<file path="src/rtl/systolic_array_ctrl_pkg.sv">
// Shared state encoding and width helpers for the systolic array sequencer.
package systolic_pkg;

    typedef enum logic [2:0] {
        S_IDLE,
        S_CLEAR,
        S_FEED,
        S_FLUSH,
        S_WRITE,
        S_UNLOAD,
        S_DONE
    } state_t;

    function automatic int row_w(input int size);
        return (size > 1) ? $clog2(size) : 1;
    endfunction

    // Wide enough that the feed length plus flush never wraps.
    function automatic int cnt_w(input int kw, input int size);
        return kw + row_w(size) + 1;
    endfunction

    function automatic int feed_len(input int k, input int size);
        return k + 2 * (size - 1);
    endfunction

endpackage

</file>
<file path="src/rtl/systolic_array_ctrl_if.sv">
// Host command and array-datapath signal bundle for the sequencer.
interface systolic_array_ctrl_if #(
    parameter int SIZE = 4,
    parameter int KW   = 8
);
    localparam int RW = $clog2(SIZE);

    logic                 start;
    logic [KW-1:0]        k_len;
    logic                 busy;
    logic                 done;
    logic [SIZE-1:0]      a_en;
    logic [SIZE*KW-1:0]   a_addr;
    logic [SIZE-1:0]      b_en;
    logic [SIZE*KW-1:0]   b_addr;
    logic                 pe_clr;
    logic                 pe_read;
    logic                 pe_write;
    logic                 out_valid;
    logic [RW-1:0]        out_row;

    modport master (
        input  start, k_len,
        output busy, done, a_en, a_addr, b_en, b_addr,
        output pe_clr, pe_read, pe_write, out_valid, out_row
    );

    modport slave (
        output start, k_len,
        input  busy, done, a_en, a_addr, b_en, b_addr,
        input  pe_clr, pe_read, pe_write, out_valid, out_row
    );

endinterface

</file>
<file path="src/rtl/systolic_array_ctrl_skew_lane.sv">
// One skewed operand lane: enable and address for a row or column at feed step t.
module systolic_skew_lane #(
    parameter int KW   = 8,
    parameter int CW   = KW + 3,
    parameter int LANE = 0
) (
    input  logic [CW-1:0] t,
    input  logic [KW-1:0] k,
    output logic          en,
    output logic [KW-1:0] addr
);

    logic [CW-1:0] rel;

    assign rel  = t - CW'(LANE);
    assign en   = (t >= CW'(LANE)) && (rel < CW'(k));
    assign addr = en ? rel[KW-1:0] : '0;

endmodule

</file>
<file path="src/rtl/systolic_array_ctrl.sv">
// Job sequencer for an output-stationary SIZE x SIZE systolic array:
// clear, skewed operand feed, flush, capture, row unload, done.
module systolic_array_ctrl
    import systolic_pkg::*;
#(
    parameter int SIZE   = 4,
    parameter int KW     = 8,
    parameter int RD_LAT = 1
) (
    input  logic                  clk,
    input  logic                  clr,
    systolic_array_ctrl_if.master bus
);

    localparam int CW = cnt_w(KW, SIZE);
    localparam int RW = row_w(SIZE);

    state_t             state, state_n;
    logic [CW-1:0]      t, t_n;
    logic [KW-1:0]      k_q;
    logic [CW-1:0]      t_last, f_last;
    logic               feed_n;
    logic [SIZE-1:0]    a_en_n, b_en_n;
    logic [SIZE*KW-1:0] a_addr_n, b_addr_n;

    // t keeps counting through FLUSH so pe_read is a single compare.
    assign t_last = CW'(feed_len(int'(k_q), SIZE) - 1);
    assign f_last = CW'(feed_len(int'(k_q), SIZE) + RD_LAT - 1);

    always_comb begin
        state_n = state;
        t_n     = t;
        unique case (state)
            S_IDLE: begin
                if (bus.start) begin
                    state_n = S_CLEAR;
                    t_n     = '0;
                end
            end
            S_CLEAR: begin
                t_n     = '0;
                state_n = (k_q == '0) ? S_WRITE : S_FEED;
            end
            S_FEED: begin
                t_n = t + CW'(1);
                if (t == t_last) state_n = S_FLUSH;
            end
            S_FLUSH: begin
                if (t == f_last) begin
                    state_n = S_WRITE;
                    t_n     = '0;
                end else begin
                    t_n = t + CW'(1);
                end
            end
            S_WRITE: begin
                state_n = S_UNLOAD;
                t_n     = '0;
            end
            S_UNLOAD: begin
                if (t == CW'(SIZE - 1)) begin
                    state_n = S_DONE;
                    t_n     = '0;
                end else begin
                    t_n = t + CW'(1);
                end
            end
            S_DONE:  state_n = S_IDLE;
            default: state_n = S_IDLE;
        endcase
    end

    assign feed_n = (state_n == S_FEED);

    for (genvar i = 0; i < SIZE; i++) begin : g_lane
        logic          ea, eb;
        logic [KW-1:0] aa, ab;

        systolic_skew_lane #(.KW(KW), .CW(CW), .LANE(i)) u_a (
            .t(t_n), .k(k_q), .en(ea), .addr(aa)
        );
        systolic_skew_lane #(.KW(KW), .CW(CW), .LANE(i)) u_b (
            .t(t_n), .k(k_q), .en(eb), .addr(ab)
        );

        assign a_en_n[i]            = ea & feed_n;
        assign b_en_n[i]            = eb & feed_n;
        assign a_addr_n[i*KW +: KW] = feed_n ? aa : '0;
        assign b_addr_n[i*KW +: KW] = feed_n ? ab : '0;
    end

    // Outputs are registered from next-state values so they line up with state.
    always_ff @(posedge clk) begin
        if (clr) begin
            state         <= S_IDLE;
            t             <= '0;
            k_q           <= '0;
            bus.busy      <= 1'b0;
            bus.done      <= 1'b0;
            bus.a_en      <= '0;
            bus.a_addr    <= '0;
            bus.b_en      <= '0;
            bus.b_addr    <= '0;
            bus.pe_clr    <= 1'b0;
            bus.pe_read   <= 1'b0;
            bus.pe_write  <= 1'b0;
            bus.out_valid <= 1'b0;
            bus.out_row   <= '0;
        end else begin
            state <= state_n;
            t     <= t_n;
            if (state == S_IDLE && bus.start) k_q <= bus.k_len;
            bus.busy      <= state_n inside {S_CLEAR, S_FEED, S_FLUSH,
                                             S_WRITE, S_UNLOAD};
            bus.done      <= (state_n == S_DONE);
            bus.a_en      <= a_en_n;
            bus.a_addr    <= a_addr_n;
            bus.b_en      <= b_en_n;
            bus.b_addr    <= b_addr_n;
            bus.pe_clr    <= (state_n == S_CLEAR);
            bus.pe_read   <= (state_n == S_FEED || state_n == S_FLUSH)
                             && (t_n >= CW'(RD_LAT));
            bus.pe_write  <= (state_n == S_WRITE);
            bus.out_valid <= (state_n == S_UNLOAD);
            bus.out_row   <= (state_n == S_UNLOAD) ? t_n[RW-1:0] : '0;
        end
    end

endmodule
</file>
<file path="src/flat_wrapper.sv">
// flat-port wrapper written by rule: the top's interface ports become plain ports
module systolic_array_ctrl_flat import systolic_pkg::*;
#(
    parameter int SIZE   = 4,
    parameter int KW     = 8,
    parameter int RD_LAT = 1
)
  (clk, clr, bus_start, bus_k_len, bus_busy, bus_done, bus_a_en, bus_a_addr, bus_b_en, bus_b_addr, bus_pe_clr, bus_pe_read, bus_pe_write, bus_out_valid, bus_out_row);
  systolic_array_ctrl_if #(.SIZE(SIZE), .KW(KW)) bus_i ();
  input  logic clk;
  input  logic clr;
  input wire logic [$bits(bus_i.start)-1:0] bus_start;
  input wire logic [$bits(bus_i.k_len)-1:0] bus_k_len;
  output wire logic [$bits(bus_i.busy)-1:0] bus_busy;
  output wire logic [$bits(bus_i.done)-1:0] bus_done;
  output wire logic [$bits(bus_i.a_en)-1:0] bus_a_en;
  output wire logic [$bits(bus_i.a_addr)-1:0] bus_a_addr;
  output wire logic [$bits(bus_i.b_en)-1:0] bus_b_en;
  output wire logic [$bits(bus_i.b_addr)-1:0] bus_b_addr;
  output wire logic [$bits(bus_i.pe_clr)-1:0] bus_pe_clr;
  output wire logic [$bits(bus_i.pe_read)-1:0] bus_pe_read;
  output wire logic [$bits(bus_i.pe_write)-1:0] bus_pe_write;
  output wire logic [$bits(bus_i.out_valid)-1:0] bus_out_valid;
  output wire logic [$bits(bus_i.out_row)-1:0] bus_out_row;
  assign bus_i.start = bus_start;
  assign bus_i.k_len = bus_k_len;
  assign bus_busy = bus_i.busy;
  assign bus_done = bus_i.done;
  assign bus_a_en = bus_i.a_en;
  assign bus_a_addr = bus_i.a_addr;
  assign bus_b_en = bus_i.b_en;
  assign bus_b_addr = bus_i.b_addr;
  assign bus_pe_clr = bus_i.pe_clr;
  assign bus_pe_read = bus_i.pe_read;
  assign bus_pe_write = bus_i.pe_write;
  assign bus_out_valid = bus_i.out_valid;
  assign bus_out_row = bus_i.out_row;
  systolic_array_ctrl #(.SIZE(SIZE), .KW(KW), .RD_LAT(RD_LAT)) u_core (.clk(clk), .clr(clr), .bus(bus_i));
endmodule
</file>
<file path="config.mk">
export PLATFORM = sky130hd
export DESIGN_NAME = systolic_array_ctrl_flat
export DESIGN_NICKNAME = d
export VERILOG_FILES = /design/src/rtl/systolic_array_ctrl_pkg.sv /design/src/rtl/systolic_array_ctrl_if.sv /design/src/rtl/systolic_array_ctrl_skew_lane.sv /design/src/rtl/systolic_array_ctrl.sv /design/src/flat_wrapper.sv
export SDC_FILE = /design/constraint.sdc
export NUM_CORES = 1
export LEC_CHECK = 0
export BUFFER_PORTS_ARGS = -buffer_cell sky130_fd_sc_hd__buf_2
export CORE_UTILIZATION = 45
export DETAILED_ROUTE_END_ITERATION = 8
export GPL_TIMING_DRIVEN = 0
export PLACE_DENSITY = 0.63
export SLEW_MARGIN = 25
export SYNTH_ARGS = -nofsm -noshare
export SYNTH_HDL_FRONTEND = slang
export SYNTH_HIERARCHICAL = 1
export SYNTH_SLANG_ARGS = --single-unit
</file>
<file path="constraint.sdc">
create_clock -name clk -period 8.6 [get_ports clk]
set_input_delay 1.72 -clock clk [delete_from_list [all_inputs] [get_ports clk]]
set_output_delay 1.72 -clock clk [all_outputs]
set_load 0.01 [all_outputs]
</file>
==> Word level (Yosys, flattened, before mapping) <==
Index checks and enable logic that the tools add are counted.
{ "op_classes": {"shift": 0, "div_mod_pow": 0, "addsub": 8, "eq_ne": 14, "order_cmp": 8, "n_reduce_logical": 16, "mul": 0, "bitwise_logic": 10, "n_mux": 10} }
{ "ops": {"columns": ["cell", "n"], "rows": [
  ["$pmux W11 S5", 1],
  ["$lt A11 B8 Y1", 4],
  ["$mux W11", 3],
  ["$sub A11 B2 Y11 const B", 3],
  ["$eq A11 B11 Y1", 2],
  ["$ge A11 B1 Y1 const B", 2],
  ["$ge A11 B2 Y1 const B", 2],
  ["$pmux W3 S6", 1],
  ["$eq A3 B3 Y1 const B", 5],
  ["$mux W3", 5],
  ["$eq A3 B2 Y1 const B", 4],
  ["$reduce_or A3 Y1", 4],
  ["$add A11 B1 Y11 const B", 1],
  ["$add A11 B2 Y11 const B", 1],
  ["$eq A11 B2 Y1 const B", 1],
  ["$sub A11 B1 Y11 const B", 1],
  ["$sub A9 B1 Y10 const B", 1],
  ["$add A8 B3 Y9 const B", 1],
  ["$logic_not A8 Y1", 1],
  ["$eq A3 B1 Y1 const B", 2],
  ["$logic_and A1 B1 Y1", 6],
  ["$not A1 Y1", 6],
  ["$reduce_bool A5 Y1", 1],
  ["$and A1 B1 Y1", 4],
  ["3 further kinds", 4]
]} }
{ "word_totals": {"latchBits": 0, "inputBits": 11, "memories": 0, "romBits": 0, "ff_bits": 66, "ramBits": 0} }

==> Depth between registers and ports, before layout <==
{ "depth": {"word_depth": 11, "ltp_mapped": 24, "ltp_nobuf": 21} }

==> Cells and area by module <==
Netlist, hierarchy kept.
{ "by_module_without_submodules": {"columns": ["module", "cells_each", "area_each_um2", "seq_area_each_um2", "n_inst"], "rows": [
  ["systolic_array_ctrl", 431, 4175.3, 2042.0, 1],
  ["systolic_skew_lane (u_core.g_lane[3].u_a ...)", 56, 499.2, 0.0, 2],
  ["systolic_skew_lane (u_core.g_lane[2].u_a ...)", 64, 459.2, 0.0, 2],
  ["systolic_skew_lane (u_core.g_lane[1].u_a ...)", 70, 451.7, 0.0, 2],
  ["systolic_skew_lane (u_core.g_lane[0].u_a ...)", 43, 299.0, 0.0, 2]
]} }

==> Worst setup path after synthesis <==
OpenSTA, ideal clock, no wires.
{ "synth_timing": {"path_type": "input port to flip-flop", "start": "input port bus_start", "end": "register u_core.bus.a_addr[16]", "path_buffers": 1, "cell_stages": 16, "path_slack_ns": 2.717, "t_arrival_ns": 5.824, "path_cell_list": "nor2_1 > nand2_1 > nand2_1 > clkbuf_1 > a21oi_1 > mux2i_1 > nor3_1 > nand3_1 > xor2_1 > inv_1 > ha_1 > and4_1 > o21ai_0 > o221ai_1 > a2111oi_1 > and2_1"} }
{ "synth_via": {"elab_chain_cells": 7, "word_cells_on_any_way": 12} }
{ "synth_rtl": {"columns": ["element", "line", "source"], "rows": [
  ["start: declaration", "flat_wrapper.sv:12", "input wire logic [$bits(bus_i.start)-1:0] bus_start;"],
  ["$mux W11 *", "systolic_array_ctrl.sv:35", "if (bus.start) begin"],
  ["$pmux W11 S5 *", "systolic_array_ctrl.sv:33", "unique case (state)"],
  ["via u_core.t_n[4]", "systolic_array_ctrl.sv:19", "logic [CW-1:0] t, t_n;"],
  ["$sub A11 B2 Y11", "systolic_array_ctrl_skew_lane.sv:15", "assign rel = t - CW'(LANE);"],
  ["$lt A11 B8 Y1", "systolic_array_ctrl_skew_lane.sv:16", "assign en = (t >= CW'(LANE)) && (rel < CW'(k));"],
  ["$logic_and A1 B1 Y1 *", "systolic_array_ctrl_skew_lane.sv:16", null],
  ["$not A1 Y1 (no line) *", null, null],
  ["$reduce_or A3 Y1 (no line) *", null, null],
  ["end signal: assignment", "systolic_array_ctrl.sv:117", "bus.a_addr <= a_addr_n;"],
  ["end: declaration", "systolic_array_ctrl_if.sv:24", "output busy, done, a_en, a_addr, b_en, b_addr,"]
]} }
Mark *: on every way through the listed nets, which the timed path passes. The rest lies on a longest branch.
A chain may end at the register's enable or synchronous reset.

==> Worst setup path in the final report <==
{ "layout_timing": {"start": "register u_core.k_q[1]", "end": "register u_core.bus.a_addr[23]"} }
{ "layout_via": {"elab_chain_cells": 11, "word_cells_on_any_way": 21} }
{ "layout_rtl": {"columns": ["element", "line", "source"], "rows": [
  ["start: declaration", "systolic_array_ctrl.sv:20", "logic [KW-1:0] k_q;"],
  ["start signal: assignment", "systolic_array_ctrl.sv:112", "if (state == S_IDLE && bus.start) k_q <= bus.k_len;"],
  ["$add A8 B3 Y9 *", "systolic_array_ctrl_pkg.sv:24", "return k + 2 * (size - 1);"],
  ["$add A11 B2 Y11 *", "systolic_array_ctrl.sv:28", "assign f_last = CW'(feed_len(int'(k_q), SIZE) + RD_LAT - 1);"],
  ["$sub A11 B2 Y11 *", "systolic_array_ctrl.sv:28", null],
  ["$eq A11 B11 Y1 *", "systolic_array_ctrl.sv:49", "if (t == f_last) begin"],
  ["$mux W11 *", "systolic_array_ctrl.sv:49", null],
  ["$pmux W11 S5 *", "systolic_array_ctrl.sv:33", null],
  ["via u_core.t_n[2]", "systolic_array_ctrl.sv:19", null],
  ["$sub A11 B2 Y11", "systolic_array_ctrl_skew_lane.sv:15", null],
  ["$lt A11 B8 Y1", "systolic_array_ctrl_skew_lane.sv:16", null],
  ["$logic_and A1 B1 Y1", "systolic_array_ctrl_skew_lane.sv:16", null],
  ["$not A1 Y1 (no line)", null, null],
  ["$reduce_or A3 Y1 (no line)", null, null]
]} }
Marks and branches as above.

==> summary.md <==
| Metric | Value |
|---|---|
| Result of the run | finished, violations left |
| Violations in the final reports | DRC |
| DRC errors left | 2 |
| Clock buffers created by TritonCTS | 9 |
| Required time worst endpoint | 8.85 ns |
| Detailed Place HPWL | 13200 um |
| Mapped Nets | 977 |
| Routed wire length | 19480 um |
| Number of antenna diodes | 0 |
| H-tree level count | 3 |
| Antenna violation net count after detailed routing | 0 |
| Area of the mapped netlist | 7594 um^2 |
| Average wire per standard cell | 15.91 um |
| Number of pins with negative max-slew slack in the final report | 0 |
| Buffers plus inverters on the worst setup path | 4 |
| Layout cells sized above 1 | 0.2072 |
| Port Buffers | 89 |
| NumNets Final | 1079 |
| Critical Path Slowest Stage Cell | sky130_fd_sc_hd__dfxtp_1 |
| Critical path's most frequent cell | sky130_fd_sc_hd__ha_1 |
| RSZ-0062 raised after global routing | no |
| Max FO, Critical Path | 34 |
| Wire length of the first global-routing pass | 31550 um |
| CP Launch Type | flop |
| Critical path start-end classification | flop to flop |
| Number of buffers inserted by post-CTS setup repair | 0 |
| Kind of cell adding the most delay to the critical path | compound AO/OA/AOI/OAI gates |
| Yosys reg bits | 102 |
| Worst-case clock skew | 0.009753 ns |
| Routability congestion estimate | 0.8618 |
| Number of antenna violations at the first check in global routing | 0 |
| Count of cell types in the netlist | 81 |
| CTS clk-pin slew, worst paths | 0.07 ns |
| Cts-stage hold buffer count | 0 |
| Proportion of synthesized chip area in sequential cells | 0.2689 |
| Number of standard cells in the layout, taps in and fillers out | 1224 |
| Placeable Area | 16520 um^2 |
| Overall Global Routing Usage | 0.2276 |
| Area growth from synthesis to layout | 14.43% |
| Total congestion overflow after global routing | 0 |
| Iteration-0 DRC Markers | 556 |
| Number of cell rows | 47 |
| Asr flop ratio synth | 0 |
| Prevailing post-synth register cell | sky130_fd_sc_hd__dfxtp_1 |
| Cell count after synthesis | 897 |
| Fin. Hold Viols | 0 |
| TritonCTS clock tree | yes |
| P per Cell Area | 207.1 nW/um^2 |
| Time the worst path needs with I/O delays and setup | 6.289 ns |
| Final setup viols | 0 |
| Cell-by-cell trace of the critical path | inv_1, ha_1, nand3b_4, nor2_1, xnor3_1, and4_1, buf_6, a21oi_1, buf_2, o211a_2, inv_1, ha_1, nor3b_1, xor2_1, ha_1, and4_1, o21ai_0, o221ai_1, a2111oi_1, and2_1 |
| Die width | 131.9 um |
| Worst IR drop on VDD | 146.5 uV |
| Class of the most critical hold timing path | flop to flop |
| Transition time at the pin with the least slew margin | 1.007 ns |
| Per-instance average area after synthesis | 8.465 um^2 |
| Total of fill cells in the finished design | 1618 |
| # placed instances | 1208 |
| Fmax | 0.1590 GHz |
| Headroom to the max-slew limit | 0.3243 |
| Die Span Y | 131.9 um |
| Clock Tree Root | sky130_fd_sc_hd__clkbuf_16 |
| Ratio of final minimum period to clock period | 0.7313 |
| CTS Buffer Depth | 2 |
| Number of synthesis warnings | 6 |
| Reg-to-reg setup timing slack | 2.31 ns |
| Number of violations of the max-capacitance limit | 0 |
| Number of enable-type register cells in the synthesized netlist | 0 |
| Maximum number of pins on one net before global-route repair | 35 |
| TritonCTS Sinks | 102 |
| Number of ports placed on the die boundary | 91 |
| Critical path's largest stage delay | 0.90 ns |
| Number of global-route vias before repair | 6056 |
| Setup TNS after final layout | 0 ns |
| Skew-Pair Late Insertion Delay | 0.36 ns |
| Initial cell density of the core | 0.4595 |
| DRT Pass-1 Iters | 7 |
| Resized Gates After CTS | 0 |
| Total die area | 17400 um^2 |
| Arrival @ worst endpoint | 6.54 ns |
| Static Leak | 0.003728 uW |
| DR vias/cell | 5.361 |
| Routed via count | 6562 |
| Kind of capture point of the worst setup path | flop |
| Min Hold Slack | 0.6437 ns |
[layout by cell type (no fill, tap or decap), drive strengths merged, types with 6 or more instances in the layout]
master     n
xor2      33
or2       12
clkbuf    21
or4        7
a2111oi   11
nor3      29
inv      107
and2      82
a21o      12
nor2      57
nand2b     8
nor4b     18
nand2     67
xnor2     20
nor3b      8
nand3     17
buf      119
ha        69
o21ai     24
nand4      6
o21a       6
dfxtp    102
or3        8
a21oi     26
nor4      12
a211oi    41
[cells in the mapped netlist (5+ instances only)]
cell,instances,area (um^2)
sky130_fd_sc_hd__mux2i_1,5,50.05
sky130_fd_sc_hd__a31oi_1,5,31.28
sky130_fd_sc_hd__xnor2_1,20,175.2
sky130_fd_sc_hd__a211oi_1,38,285.3
sky130_fd_sc_hd__o21ai_0,17,85.08
sky130_fd_sc_hd__xor2_1,32,280.3
sky130_fd_sc_hd__nor2_1,56,210.2
sky130_fd_sc_hd__or3_1,6,37.54
sky130_fd_sc_hd__nand2b_1,8,50.05
sky130_fd_sc_hd__nor4_2,7,87.58
sky130_fd_sc_hd__and2_1,82,513.0
sky130_fd_sc_hd__a21o_1,12,90.09
sky130_fd_sc_hd__ha_1,69,863.3
sky130_fd_sc_hd__nor4b_2,14,210.2
sky130_fd_sc_hd__o21ai_1,7,35.03
sky130_fd_sc_hd__a21oi_1,25,125.1
sky130_fd_sc_hd__dfxtp_1,102,2042
sky130_fd_sc_hd__nor3_2,6,60.06
sky130_fd_sc_hd__nand3_1,17,85.08
sky130_fd_sc_hd__inv_1,104,390.4
sky130_fd_sc_hd__o21a_1,5,37.54
sky130_fd_sc_hd__nand2_1,67,251.5
sky130_fd_sc_hd__o21bai_1,5,37.54
sky130_fd_sc_hd__buf_2,10,50.05
sky130_fd_sc_hd__nor4_1,5,31.28
sky130_fd_sc_hd__nor3b_1,6,45.04
sky130_fd_sc_hd__clkbuf_1,8,30.03
sky130_fd_sc_hd__buf_6,12,135.1
sky130_fd_sc_hd__nand4_1,6,37.54
sky130_fd_sc_hd__or2_2,12,75.07
sky130_fd_sc_hd__nor3_1,21,105.1
sky130_fd_sc_hd__a2111oi_1,11,110.1
[area by class of cell]
type | count | area, um^2 | share of cell area
Clock buffer | 10 | 229.0 | 0.02635
Inverter | 106 | 397.9 | 0.04579
Timing Repair Buffer | 91 | 500.5 | 0.05760
Clock inverter | 6 | 70.07 | 0.008063
Tap cell | 220 | 275.3 | 0.03168
Sequential cell | 102 | 2042 | 0.2350
Multi-Input combinational cell | 650 | 4915 | 0.5656
Buffer | 39 | 260.3 | 0.02995
[tightest hold or removal path, delay by kind of cell (launching register included)]
kind	cells	cell delay, ns
DFF	1	0.39
AOI/OAI and AO/OA	2	0.21
[flip-flops by register name, summed over array words and instances, names as in the netlist]
register              flops
u_core/bus.b_en           4
u_core/bus.pe_write       1
u_core/bus.pe_clr         1
u_core/bus.pe_read        1
u_core/bus.a_addr        32
u_core/bus.b_addr        32
u_core/bus.out_row        2
u_core/state              3
u_core/bus.done           1
u_core/t                 11
u_core/bus.busy           1
u_core/bus.out_valid      1
u_core/k_q                8
u_core/bus.a_en           4
[cells by family (layout without fill, tap and decap cells)]
group / count (synthesis) / count (layout) / synth area share
XOR/XNOR: 54 / 54 / 0.06509
adder cells (fa/ha/maj): 69 / 69 / 0.1137
flip-flops: 102 / 102 / 0.2689
buffers and inverters: 145 / 252 / 0.08667
multiplexers: 5 / 5 / 0.006591
AND/OR/NAND/NOR: 352 / 352 / 0.2888
AO/OA/AOI/OAI: 170 / 170 / 0.1702
[stage by stage]
step | power (uW) | cell area (um^2) | util | setup slack [ns]
after detailed placement | 1379 | 8391 | 0.5078 | 2.505
after global routing | 1946 | 8690 | 0.5259 | 1.898
final | 1799 | 8690 | 0.5259 | 2.311
after global placement | 1363 | 8314 | 0.5031 | 0.7051
after CTS | 1807 | 8690 | 0.5259 | 2.420
after floorplan | 1182 | 7594 | - | 2.717
[per-layer routing]
metal	track usage	vias to the layer above	wire, um	share of wire
li1	-	3323	-	-
met1	0.3098	2998	9308	0.48
met2	0.3654	210	8816	0.45
met3	0.03076	31	980	0.050
met4	0.08656	0	374	0.019
met5	0	-	0	0
[report_power, final]
part	total, uW	switching [uW]	internal (uW)
Combinational	861	520	341
Sequential	520	31.6	489
Clock	418	190	228
Total	1800	741	1060
[path summary, 6_finish.rpt]
path | from | endpoint | depth (start not counted)
worst min-delay path | u_core/t[10]$_SDFF_PP0_ | u_core/t[10]$_SDFF_PP0_ | 2
worst max-delay path | u_core/k_q[1]$_SDFFE_PP0P_ | u_core/bus.a_addr[23]$_SDFF_PP0_ | 20
worst min register to register | u_core/t[10]$_SDFF_PP0_ | u_core/t[10]$_SDFF_PP0_ | 2
worst max register to register | u_core/k_q[1]$_SDFFE_PP0P_ | u_core/bus.a_addr[23]$_SDFF_PP0_ | 20
No activity file was read; power rests on OpenSTA's default activity.
